==> src/rtl/chan_scan_mux.sv <==
// chan_scan_mux: N:1 channel mux with built-in select sequencer (hold/scan/masked scan/load) and registered output
module chan_scan_mux #(
  parameter int NCH = 4,
  parameter int W = 1,
  localparam int SELW = $clog2(NCH)
) (
  input  logic              clk,
  input  logic              reset,
  input  logic [NCH*W-1:0]  din,
  input  logic [1:0]        mode,
  input  logic              step_en,
  input  logic [SELW-1:0]   ld_sel,
  input  logic [NCH-1:0]    ch_mask,
  output logic [SELW-1:0]   sel,
  output logic [W-1:0]      y,
  output logic              y_valid,
  output logic              wrap
);
  logic [SELW-1:0] scan_nxt;
  logic [SELW-1:0] mask_nxt;
  logic [SELW-1:0] sel_nxt;
  logic [W-1:0]    y_nxt;
  logic            mask_any;
  logic            load_ok;
  logic            wrap_nxt;
  assign scan_nxt = (sel == SELW'(NCH - 1)) ? '0 : sel + 1'b1;
  assign mask_any = |ch_mask;
  assign load_ok  = int'(ld_sel) < NCH;
  // circular search for the nearest enabled channel after sel; walking distances downward lets the closest win
  always_comb begin
    mask_nxt = sel;
    for (int d = NCH; d >= 1; d--)
      if (ch_mask[(int'(sel) + d) % NCH]) mask_nxt = SELW'((int'(sel) + d) % NCH);
  end
  // select and wrap decision for this edge; nothing moves without step_en
  always_comb begin
    sel_nxt  = !step_en                  ? sel      :
               mode == 2'b01             ? scan_nxt :
               mode == 2'b10             ? mask_nxt :
               (mode == 2'b11 && load_ok) ? ld_sel  : sel;
    wrap_nxt = step_en && ((mode == 2'b01 && sel == SELW'(NCH - 1)) ||
                           (mode == 2'b10 && mask_any && mask_nxt <= sel));
  end
  // data mux from the registered select; unreachable indices read as zero
  always_comb begin
    y_nxt = '0;
    for (int k = 0; k < NCH; k++)
      if (sel == SELW'(k)) y_nxt = din[k*W +: W];
  end
  // state and output registers
  always_ff @(posedge clk or posedge reset) begin
    if (reset) begin
      sel     <= '0;
      y       <= '0;
      y_valid <= 1'b0;
      wrap    <= 1'b0;
    end else begin
      sel     <= sel_nxt;
      y       <= y_nxt;
      y_valid <= 1'b1;
      wrap    <= wrap_nxt;
    end
  end
endmodule

==> config.mk <==
export PLATFORM = sky130hd
export DESIGN_NAME = chan_scan_mux
export DESIGN_NICKNAME = d
export VERILOG_FILES = /design/src/rtl/chan_scan_mux.sv
export SDC_FILE = /design/constraint.sdc
export NUM_CORES = 1
export LEC_CHECK = 0
export ABC_AREA = 1
export BUFFER_PORTS_ARGS = -buffer_cell sky130_fd_sc_hd__buf_2
export CORE_AREA = 2 2 39 41
export DETAILED_ROUTE_END_ITERATION = 7
export DIE_AREA = 0 0 41 43
export MAX_ROUTING_LAYER = met4
export PLACE_DENSITY = 0.67
export SYNTH_ARGS = -nofsm -noshare
export SYNTH_HDL_FRONTEND = slang
export SYNTH_SLANG_ARGS = --single-unit
==> constraint.sdc <==
create_clock -name clk -period 2.6 [get_ports clk]
set_input_delay 0.78 -clock clk [delete_from_list [all_inputs] [get_ports clk]]
set_output_delay 0.78 -clock clk [all_outputs]
set_load 0.02 [all_outputs]
==> results.sh <==
export IMPL_vias=582
export IMPL_met2_usage_pct=25.9
export IMPL_wl_per_cell_um=9.08
export IMPL_crit_fanout=4
export IMPL_gp_congestion=0.818
export IMPL_die_width_um=41
export IMPL_place_area_um2=649
export IMPL_grtUsageMet3_pct=1.57
export IMPL_synth_seq_area_share_pct=23.6
export IMPL_first_pass_iters=4
export IMPL_multi_input_area_um2=327
export IMPL_crit_family="adder cells"
export IMPL_synth_fp_nets=105
export IMPL_grt_overflow_total=0
export IMPL_cts_reportedPaths_clkPinSlew_ns=0.04
export IMPL_dp_slack_ns=0.418
export IMPL_port_buffers=19
export IMPL_path_class="reg -> reg"
export IMPL_netlist_instances=84
export IMPL_cts_hold_buf=0
export IMPL_period_minus_slack_ns=1.98
export IMPL_skew_ns=0.00394
export IMPL_cts_max_level=1
export IMPL_cts_max_path_buffers=2
export IMPL_fin_util_pct=48.8
export IMPL_cp_arrival_ns=2.14
export IMPL_grt_pass1_wl_mm=1.99
export IMPL_use_met1_pct=20.3
export IMPL_finalNetCount=130
export IMPL_crit_path_top_delay_cell="dfrtp_1"
export IMPL_drt_iter0_markers=16
export IMPL_start_util_pct=38.3
export IMPL_design_area_um2=676
export IMPL_post_cts_setup_buffers=0
export IMPL_required_ns=2.76
export IMPL_layout_drive_gt1_share_pct=25.9
export IMPL_hpwl_um=947
export IMPL_num_rows=14
export IMPL_ys_types=18
export IMPL_top_usage_layer="met2"
export IMPL_powerDensity_nw_per_um2=688
export IMPL_numCtsBuffers=3
export IMPL_max_clock_freq_mhz=505
export IMPL_period_share_pct=76.2
export IMPL_io_pins=20
export IMPL_vdd_drop_max_mv=0.201
export IMPL_worst_setup_path_end_kind="flop"
export IMPL_run_status="finished clean"
export IMPL_drcViolationCount=0
export IMPL_finalWorstSetupSlack_ns=0.620
export IMPL_synth_top_area_cell="dfrtp_1"
export IMPL_syn_area_um2=531
export IMPL_grt_max_degree=14
export IMPL_worst_path_buf_inv=4
export IMPL_vias_per_cell=4.69
export IMPL_dieArea_um2=1760
export IMPL_maxCapViolCount=0
export IMPL_fill_cells=144
export IMPL_grt_pass1_vias=521
export IMPL_synth_top_area_share_pct=23.6
export IMPL_finalSetupViolations=0
export IMPL_area_growth_pct=27.4
export IMPL_coreArea_um2=1380
export IMPL_hold_violations=0
export IMPL_synth_yosys_warnings=0
export IMPL_die_height_um=43
export IMPL_clock_latency_ns=0.24
export IMPL_cts_sinks=5
export IMPL_drt_wl_total_mm=1.13
export IMPL_finalMaxSlewViolations=0
export IMPL_leakagePower_uw=0.000419
export IMPL_diodes=0
export IMPL_rsz0062_at_grt="no"
export IMPL_syn_avg_cell_area_um2=6.32
export IMPL_critPathLaunchType="flop"
export IMPL_crit_path_max_incr_delay_ns=0.37
export IMPL_cts_tree="yes"
export IMPL_antenna_found_initial=0
export IMPL_grtUsageTotal_pct=16.6
export IMPL_ys_seq_elements=5
export IMPL_root_buffer="clkbuf_4"
export IMPL_worstPathCellList="inv_1, ha_1, inv_1, nand2_1, nand2_1, nand2_1, nand2_1, inv_1, ha_1, inv_1, nor2_1, o21ai_0, nand3_1, a21oi_1"
export IMPL_final_seq_area_um2=125
export IMPL_yosys_top_cells_area="dfrtp_1 (24%), nand2_1 (19%), ha_1 (14%)"
export IMPL_final_setup_tns_ns=0
export IMPL_hold_class="in -> async"
export IMPL_ant_nets=0
export IMPL_cts_resized_gates=0
==> sequential cells by signal (all words and copies together), names as in the netlist <==
name	flops
y	1
wrap	1
sel	2
y_valid	1
==> area by class of cell <==
cell class	count	share of cell area [%]
clock buffers	4	3.89
inverters	18	10.0
repair buffers	21	16.3
flip-flops and latches	5	18.5
well taps	16	2.96
multi-input cells	60	48.3
==> power breakdown <==
part	switching (uW)	total (uW)	internal (uW)
clock network	29.4	87.3	57.9
registers	5.43	98.6	93.2
logic	171	279	108
==> layer usage <==
layer  share of wire, %  vias up
met3                5.6        0
met5                  0        -
met4                  0        0
met2                 51       20
li1                   -      308
met1                 43      254
==> cells in the final DEF, fill, tap and decap left out, drive strengths merged <==
cell and instances:
dfrtp 5, o31ai 1, nand2 27, a221oi 2
a21oi 4, ha 6, o21ai 3, conb 1
a211oi 1, buf 21, clkbuf 4, nand3b 1
nor2 9, inv 18, nand3 4, nand4 1
==> worst reg2reg max path, cell delays in order (launching register included) <==
cell and delay [ns]:
dfrtp_1 0.37, inv_1 0.13, ha_1 0.31, inv_1 0.09, nand2_1 0.07, nand2_1 0.06
nand2_1 0.04, nand2_1 0.05, inv_1 0.05, ha_1 0.29, inv_1 0.06, nor2_1 0.03
o21ai_0 0.13, nand3_1 0.09, a21oi_1 0.13
==> logic make-up (layout without fill, tap and decap cells) <==
| logic type | count (synthesis) | in the layout | synth area share, % |
|---|---|---|---|
| adder cells (fa/ha/maj) | 6 | 6 | 14.2 |
| AND/OR/NAND/NOR | 42 | 42 | 31.8 |
| AO/OA/AOI/OAI | 11 | 11 | 14.9 |
| flip-flops | 5 | 5 | 23.6 |
| buffers and inverters | 19 | 43 | 14.9 |
| other | 1 | 1 | 0.707 |
==> final timing paths <==
check / from / slack [ns] / end / depth (start not counted)
hold / removal: reset / 0.43 / sel[0] / 2
setup reg to reg: sel[1] / 0.62 / wrap / 14
hold reg to reg: sel[1] / 0.70 / sel[1] / 3
min in group clk: sel[1] / 0.70 / sel[1] / 3
setup / recovery: sel[1] / 0.62 / wrap / 14
max in group asynchronous: reset / 2.00 / y_valid / 2
==> through the flow <==
| step | total power [uW] | hold WS (ns) | instances |
|---|---|---|---|
| 6_report | 465 | 0.428 | 124 |
| 5_1_grt | 526 | 0.434 | 124 |
| 4_1_cts | 473 | 0.428 | 124 |
| 3_5_place_dp | 383 | 0.681 | 120 |
| 3_3_place_gp | 374 | 0.676 | 120 |
| 2_1_floorplan | 312 | 0.559 | 84 |
==> synthesized netlist by cell type <==
cell and n:
o21ai_0 1, o21ai_2 2, conb_1 1, inv_2 1
a21oi_2 1, dfrtp_1 5, inv_1 17, nand2_1 27
nand3b_1 1, o31ai_1 1, nand4_1 1, buf_6 1
a211oi_1 1, a21oi_1 3, a221oi_1 2, nand3_1 4
ha_1 6, nor2_1 9
No activity file was read; power rests on OpenSTA's default activity.
